===== src/rtl/mem_c_deskew_if.sv =====
// Bus bundle for mem_c_deskew: capture side (start/in_en/Cin/busy/done)
// and row readback side (rd_en/rd_row/Cout/rd_valid).
interface mem_c_deskew_if #(
    parameter int BITS_C = 16,
    parameter int DIM    = 8
);
    localparam int RW = (DIM > 1) ? $clog2(DIM) : 1;

    logic                         start;
    logic                         in_en;
    logic [DIM-1:0][BITS_C-1:0]   Cin;
    logic                         busy;
    logic                         done;
    logic                         rd_en;
    logic [RW-1:0]                rd_row;
    logic [DIM-1:0][BITS_C-1:0]   Cout;
    logic                         rd_valid;

    modport master (
        output start, in_en, Cin, rd_en, rd_row,
        input  busy, done, Cout, rd_valid
    );

    modport slave (
        input  start, in_en, Cin, rd_en, rd_row,
        output busy, done, Cout, rd_valid
    );
endinterface


===== src/rtl/mem_c_deskew.sv =====
// Un-skews the diagonal C vectors leaving the systolic array into a DIM x DIM
// buffer and serves whole rows by index. Optional macro: MEMC_EARLY_RD_EN.
module mem_c_deskew #(
    parameter int BITS_C = 16,
    parameter int DIM    = 8
) (
    input  logic           clk,
    input  logic           rst_n,
    mem_c_deskew_if.slave  bus
);
    localparam int RW = (DIM > 1) ? $clog2(DIM) : 1;
    localparam int KW = $clog2(2 * DIM);
    localparam logic [KW-1:0] K_LAST = KW'(2 * DIM - 2);

    typedef enum logic [1:0] {
        IDLE    = 2'd0,
        CAPTURE = 2'd1,
        FULL    = 2'd2
    } state_t;

    typedef logic [DIM-1:0][BITS_C-1:0] row_t;

    state_t                    state_r, state_nxt_s;
    logic [KW-1:0]             k_r, k_nxt_s;
    logic                      wr_en_s;
    logic [KW-1:0]             wr_slot_s;
    logic                      busy_nxt_s, done_nxt_s, rd_ok_s, row_in_range_s;
    row_t                      rd_data_s;
    row_t                      mem_r [DIM];
    logic                      busy_r, done_r, rd_valid_r;
    row_t                      cout_r;

`ifdef MEMC_EARLY_RD_EN
    // Row r is final once slot r+DIM-1 has been accepted, i.e. r+DIM-1 < k.
    function automatic logic row_complete(input logic [RW-1:0] row, input logic [KW-1:0] k);
        logic [KW:0] last_slot;
        last_slot = (KW+1)'(row) + (KW+1)'(DIM - 1);
        return last_slot < {1'b0, k};
    endfunction
`endif

    // A start in CAPTURE restarts the pass, so same-cycle data lands in slot 0.
    assign wr_en_s   = (state_r == CAPTURE) && bus.in_en;
    assign wr_slot_s = bus.start ? {KW{1'b0}} : k_r;

    // State and skew-counter register.
    always_ff @(posedge clk) begin
        if (!rst_n) begin
            state_r <= IDLE;
            k_r     <= {KW{1'b0}};
        end else begin
            state_r <= state_nxt_s;
            k_r     <= k_nxt_s;
        end
    end

    // Next-state and next-slot logic.
    always_comb begin
        state_nxt_s = state_r;
        k_nxt_s     = k_r;
        case (state_r)
            IDLE, FULL: begin
                if (bus.start) begin
                    state_nxt_s = CAPTURE;
                    k_nxt_s     = {KW{1'b0}};
                end else begin
                    state_nxt_s = state_r;
                end
            end
            CAPTURE: begin
                if (wr_en_s) begin
                    k_nxt_s = wr_slot_s + KW'(1);
                end else if (bus.start) begin
                    k_nxt_s = {KW{1'b0}};
                end else begin
                    k_nxt_s = k_r;
                end
                if (!bus.start && wr_en_s && (k_r == K_LAST)) begin
                    state_nxt_s = FULL;
                end else begin
                    state_nxt_s = CAPTURE;
                end
            end
            default: begin
                state_nxt_s = IDLE;
                k_nxt_s     = {KW{1'b0}};
            end
        endcase
    end

    // Output decode: status flags, read qualification and row select.
    always_comb begin
        busy_nxt_s     = (state_nxt_s == CAPTURE);
        done_nxt_s     = wr_en_s && (wr_slot_s == K_LAST);
        row_in_range_s = ({1'b0, bus.rd_row} < (RW+1)'(DIM));
        rd_ok_s        = 1'b0;
        case (state_r)
            FULL: rd_ok_s = bus.rd_en;
`ifdef MEMC_EARLY_RD_EN
            CAPTURE: rd_ok_s = bus.rd_en && row_complete(bus.rd_row, k_r);
`else
            CAPTURE: rd_ok_s = 1'b0;
`endif
            default: rd_ok_s = 1'b0;
        endcase
        if (row_in_range_s) begin
            rd_data_s = mem_r[bus.rd_row];
        end else begin
            rd_data_s = '0;
        end
    end

    // Buffer write: lane c at slot k belongs to row k-c, only inside the window.
    always_ff @(posedge clk) begin
        for (int r = 0; r < DIM; r++) begin
            for (int c = 0; c < DIM; c++) begin
                if (wr_en_s && (wr_slot_s == KW'(r + c))) begin
                    mem_r[r][c] <= bus.Cin[c];
                end
            end
        end
    end

    // Registered outputs; Cout holds its last row when no read is honoured.
    always_ff @(posedge clk) begin
        if (!rst_n) begin
            busy_r     <= 1'b0;
            done_r     <= 1'b0;
            rd_valid_r <= 1'b0;
            cout_r     <= '0;
        end else begin
            busy_r     <= busy_nxt_s;
            done_r     <= done_nxt_s;
            rd_valid_r <= rd_ok_s;
            if (rd_ok_s) begin
                cout_r <= rd_data_s;
            end
        end
    end

    assign bus.busy     = busy_r;
    assign bus.done     = done_r;
    assign bus.rd_valid = rd_valid_r;
    assign bus.Cout     = cout_r;
endmodule

===== src/flat_wrapper.sv =====
// flat-port wrapper written by rule: the top's interface ports become plain ports
module mem_c_deskew_flat 
#(
    parameter int BITS_C = 16,
    parameter int DIM    = 8
)
  (clk, rst_n, bus_start, bus_in_en, bus_Cin, bus_rd_en, bus_rd_row, bus_busy, bus_done, bus_Cout, bus_rd_valid);
  mem_c_deskew_if #(.BITS_C(BITS_C), .DIM(DIM)) bus_i ();
  input  logic clk;
  input  logic rst_n;
  input wire logic [$bits(bus_i.start)-1:0] bus_start;
  input wire logic [$bits(bus_i.in_en)-1:0] bus_in_en;
  input wire logic [$bits(bus_i.Cin)-1:0] bus_Cin;
  input wire logic [$bits(bus_i.rd_en)-1:0] bus_rd_en;
  input wire logic [$bits(bus_i.rd_row)-1:0] bus_rd_row;
  output wire logic [$bits(bus_i.busy)-1:0] bus_busy;
  output wire logic [$bits(bus_i.done)-1:0] bus_done;
  output wire logic [$bits(bus_i.Cout)-1:0] bus_Cout;
  output wire logic [$bits(bus_i.rd_valid)-1:0] bus_rd_valid;
  assign bus_i.start = bus_start;
  assign bus_i.in_en = bus_in_en;
  assign bus_i.Cin = bus_Cin;
  assign bus_i.rd_en = bus_rd_en;
  assign bus_i.rd_row = bus_rd_row;
  assign bus_busy = bus_i.busy;
  assign bus_done = bus_i.done;
  assign bus_Cout = bus_i.Cout;
  assign bus_rd_valid = bus_i.rd_valid;
  mem_c_deskew #(.BITS_C(BITS_C), .DIM(DIM)) u_core (.clk(clk), .rst_n(rst_n), .bus(bus_i));
endmodule

===== config.mk =====
export PLATFORM = sky130hd
export DESIGN_NAME = mem_c_deskew_flat
export DESIGN_NICKNAME = d
export VERILOG_FILES = /design/src/rtl/mem_c_deskew_if.sv /design/src/rtl/mem_c_deskew.sv /design/src/flat_wrapper.sv
export SDC_FILE = /design/constraint.sdc
export NUM_CORES = 1
export LEC_CHECK = 0
export BUFFER_PORTS_ARGS = -buffer_cell sky130_fd_sc_hd__buf_2
export CORE_ASPECT_RATIO = 0.7
export CORE_UTILIZATION = 44
export CTS_CLUSTER_DIAMETER = 100
export CTS_CLUSTER_SIZE = 24
export DETAILED_ROUTE_END_ITERATION = 10
export GPL_TIMING_DRIVEN = 1
export SYNTH_ARGS = -nofsm -noshare
export SYNTH_HDL_FRONTEND = slang
export SYNTH_SLANG_ARGS = --single-unit

===== constraint.sdc =====
create_clock -name clk -period 19.4 [get_ports clk]
set_input_delay 5.82 -clock clk [delete_from_list [all_inputs] [get_ports clk]]
set_output_delay 5.82 -clock clk [all_outputs]
set_load 0.02 [all_outputs]

==> parameters.txt <==
Parameter                              Value

CTS
  Number of hold buffers added after cts    0
  Maximum level of the CTS H-tree    2
  Number of setup buffers added after CTS    0
  Clock latency reported for the late side of the worst-skew pair    0.67 ns
  Clock transition at the registers of the reported paths    0.09 ns
  Number of buffers added by the clock tree synthesis step    54
  Cts repair resizes    0
  Clock Path Buffers    3
  Clk sink count    approximately 1200
  Clk root buf    sky130_fd_sc_hd__clkbuf_16
  Clock tree from TritonCTS    yes

Final layout
  Share of final-layout standard cells stronger than drive strength 1    14.1%
  Net total in the final layout    2870
  Final-layout fill cell count    roughly 8200
  Area overhead of the layout relative to synthesis    9.84%
  Fraction of the core area covered by cells at the end of the flow    48.8%
  Most frequent cells in the layout    sky130_fd_sc_hd__edfxtp_1 (1024), sky130_fd_sc_hd__mux2i_1 (512), sky130_fd_sc_hd__buf_2 (264)
  Most common cell after layout, fill and taps aside    sky130_fd_sc_hd__edfxtp_1

Logic synthesis
  Yosys top cell by area    sky130_fd_sc_hd__edfxtp_1
  Synthesized instance count    2529
  Yosys warning total    0
  Proportion of synthesized chip area in sequential cells    77.0%
  Synthesized Nets    2665
  Share of the synthesized area in the top cell type    approximately 70%
  Register bit count reported by yosys    between 1000 and 1500
  Leading post-synthesis cells by cell area    sky130_fd_sc_hd__edfxtp_1 (71%), sky130_fd_sc_hd__mux2i_1 (12%), sky130_fd_sc_hd__dfxtp_1 (6.3%), sky130_fd_sc_hd__a22oi_1 (4.4%), sky130_fd_sc_hd__a21oi_1 (1.5%)
  Cell area after synthesis    43500 µm²
  Number of unique standard cell types used by synthesis    36
  Mean instance size in the synthesized netlist    17.2 µm²

Setup path
  Critical path's most frequent cell    sky130_fd_sc_hd__buf_4
  Worst path required time    19.93 ns
  Launch point of the worst reg-to-reg path    u_core.state_r[0]$_SDFF_PN0_
  Worst Path Max Fanout    76
  Kind of end point of the critical path    register
  Largest stage delay on the critical path    0.85 ns
  Critical path's slowest cell    sky130_fd_sc_hd__buf_4
  Critical path startpoint    bus_rd_row[0]
  Data arrival time at the worst-slack endpoint    ~9.6 ns
  Startpoint type of the worst setup path    primary input
  Critical Setup Path Class    in2reg
  Crit path cell chain    buf_8, buf_4, buf_4, buf_4, mux2i_1, a22oi_1, a21oi_1, nor2_1

Floorplanning
  Area of the die    100000 µm²
  Vert. Die Dim    265 µm
  Die X-Extent    378 µm
  I/O pins    267
  Initial core utilization    44.4%
  Std-Cell Rows    96
  Core Footprint    97900 µm²

Routing
  First DRT Iteration DRCs    2006
  DRC errors left    0
  Wire length per cell    25.2 µm
  Antenna violation net count after detailed routing    0
  First-pass DRT Iterations    5
  Count of vias placed by the detailed router    22800
  Detailed Route WL    104000 µm
  Via-per-instance ratio    5.55

Timing
  Aggregate negative setup slack    0 ns
  Final min period    around 9 ns
  Max Freq    0.111 GHz
  Actual slew at the worst max-slew pin    1.29 ns
  Post-route fraction of the period consumed by the critical path    46.5%
  Largest clock skew in the final design    0.0408 ns
  Max-slew headroom at the worst pin    13.9%
  RSZ-0062 raised after global routing    no
  Final hold violations    0
  Number of max-slew violations in the final report    0
  Setup Viol. Count Final    0

GRT
  Total congestion overflow    0
  Global-route wire length before repair    around 150000 µm
  Number of antenna violations at the first check in global routing    32
  Total global-route track usage    20.4%
  Via count of the first global-routing pass    approximately 23000
  Maximum number of pins on one net before global-route repair    129

Placed design
  Global placement routability congestion    a little over 0.7
  Port Buffers    around 270
  Final HPWL from detailed placement    53700 µm

Hold path
  Beginning of the worst hold path    u_core.bus.Cout[60]$_SDFFE_PN0P_
  Worst hold path class    reg2reg

Run
  Max Cap Violations    0

Outcome
  Status    finished, final reports clean

Pwr
  Total power density per cell area    around 90 nW/µm²
  Static leakage    16.7 nW
  Worst supply voltage drop on vdd    ~60 µV
-- layer usage --
metal  vias to the layer above  share of wire [%]  track usage [%]  wire [µm]
li1                      10300                  -                -          -
met1                     11800                 45             28.7      46200
met2                       563                 47             32.8      48800
met3                       127                6.7             4.30       6900
met4                        30                1.5             3.98       1550
met5                         -               0.17                0        172
-- worst max-delay path, delay by kind of cell --
kind / cells / cell delay, ns
multiplexers: 1 / 0.28
buffers and inverters: 4 / 2.92
AND/OR/NAND/NOR: 1 / 0.06
AO/OA/AOI/OAI: 2 / 0.30
-- final timing paths --
kind | endpoint | slack (ns) | depth (start not counted)
max | u_core.bus.Cout[13]$_SDFFE_PN0P_ | 10.38 | 8
min | u_core.bus.Cout[60]$_SDFFE_PN0P_ | 0.52 | 2
max reg2reg | u_core.mem_r[7][39]$_DFFE_PP_ | 15.48 | 5
min reg2reg | u_core.bus.Cout[60]$_SDFFE_PN0P_ | 0.52 | 2
-- layout make-up --
cell class                 count  area [µm²]  area share, %
inverter                       1        3.75        0.00786
antenna                       12        30.0         0.0629
clock buffer                 101        1590           3.33
clock inverter                 1        16.3         0.0341
timing repair buffer         306        1680           3.52
sequential                  1161       33500           70.1
tap                         1323        1660           3.47
multi-input combinational   1210        9280           19.4
-- kinds of logic (layout without fill, tap and decap cells) --
kind of cell / Yosys count / after routing / synth area share (%)
AO/OA/AOI/OAI: 517 / 517 / 7.46
XOR/XNOR: 3 / 3 / 0.0604
buffers and inverters: 158 / 409 / 1.91
flip-flops: 1161 / 1161 / 77.0
multiplexers: 513 / 513 / 11.8
other: 0 / 12 / 0
AND/OR/NAND/NOR: 177 / 177 / 1.72
-- through the flow --
| stage | area [µm²] | setup WS (ns) | hold WS, ns | cells | total power, W |
|---|---|---|---|---|---|
| 6_report | 47800 | 10.38 | 0.515 | 4115 | 0.00419 |
| 5_1_grt | 47700 | 10.13 | 0.545 | 4109 | 0.00432 |
| 4_1_cts | 47700 | 10.41 | 0.523 | 4103 | 0.00423 |
| 3_5_place_dp | 46100 | 9.68 | 0.499 | 4001 | 0.00294 |
| 3_3_place_gp | 46100 | 9.71 | 0.494 | 4001 | 0.00293 |
| 2_1_floorplan | 43500 | 7.02 | 0.534 | 2529 | 0.00287 |
-- synthesized netlist by cell type --
cell type / count
sky130_fd_sc_hd__edfxtp_1: 1024
sky130_fd_sc_hd__mux2i_1: 512
sky130_fd_sc_hd__a22oi_1: 256
sky130_fd_sc_hd__nor2_1: 150
sky130_fd_sc_hd__dfxtp_1: 137
sky130_fd_sc_hd__a21oi_1: 128
sky130_fd_sc_hd__o21ai_0: 107
sky130_fd_sc_hd__clkbuf_1: 54
sky130_fd_sc_hd__buf_4: 53
sky130_fd_sc_hd__buf_2: 25
sky130_fd_sc_hd__buf_1: 24
sky130_fd_sc_hd__o21ai_1: 22
sky130_fd_sc_hd__and2_1: 3
sky130_fd_sc_hd__nand2_1: 3
sky130_fd_sc_hd__nand2b_1: 3
sky130_fd_sc_hd__a21boi_1: 2
sky130_fd_sc_hd__nand3_1: 2
sky130_fd_sc_hd__nand3b_1: 2
sky130_fd_sc_hd__nor2b_1: 2
sky130_fd_sc_hd__nor3_1: 2
sky130_fd_sc_hd__nor3b_2: 2
sky130_fd_sc_hd__xnor2_1: 2
sky130_fd_sc_hd__and2b_1: 1
sky130_fd_sc_hd__and3_1: 1
sky130_fd_sc_hd__buf_6: 1
sky130_fd_sc_hd__inv_2: 1
sky130_fd_sc_hd__mux2_2: 1
sky130_fd_sc_hd__nand2_2: 1
sky130_fd_sc_hd__nor2_4: 1
sky130_fd_sc_hd__o211ai_2: 1
sky130_fd_sc_hd__o22ai_1: 1
sky130_fd_sc_hd__or2_2: 1
sky130_fd_sc_hd__or3b_1: 1
sky130_fd_sc_hd__or3b_2: 1
sky130_fd_sc_hd__or4_1: 1
sky130_fd_sc_hd__xor2_1: 1
-- flip-flops by register name, summed over array words and instances, names as in the netlist --
signal	flops
u_core.mem_r	1024
u_core.bus.Cout	128
u_core.k_r	4
u_core.state_r	2
u_core.bus.busy	1
u_core.bus.done	1
u_core.bus.rd_valid	1
-- power by group --
| part | switching [W] | total, W | internal [W] |
|---|---|---|---|
| clock network | 0.000748 | 0.00131 | 0.000559 |
| registers | 0.000000965 | 0.00271 | 0.00271 |
| logic | 0.000110 | 0.000170 | 0.0000601 |
(Power assumes the default switching activity.)
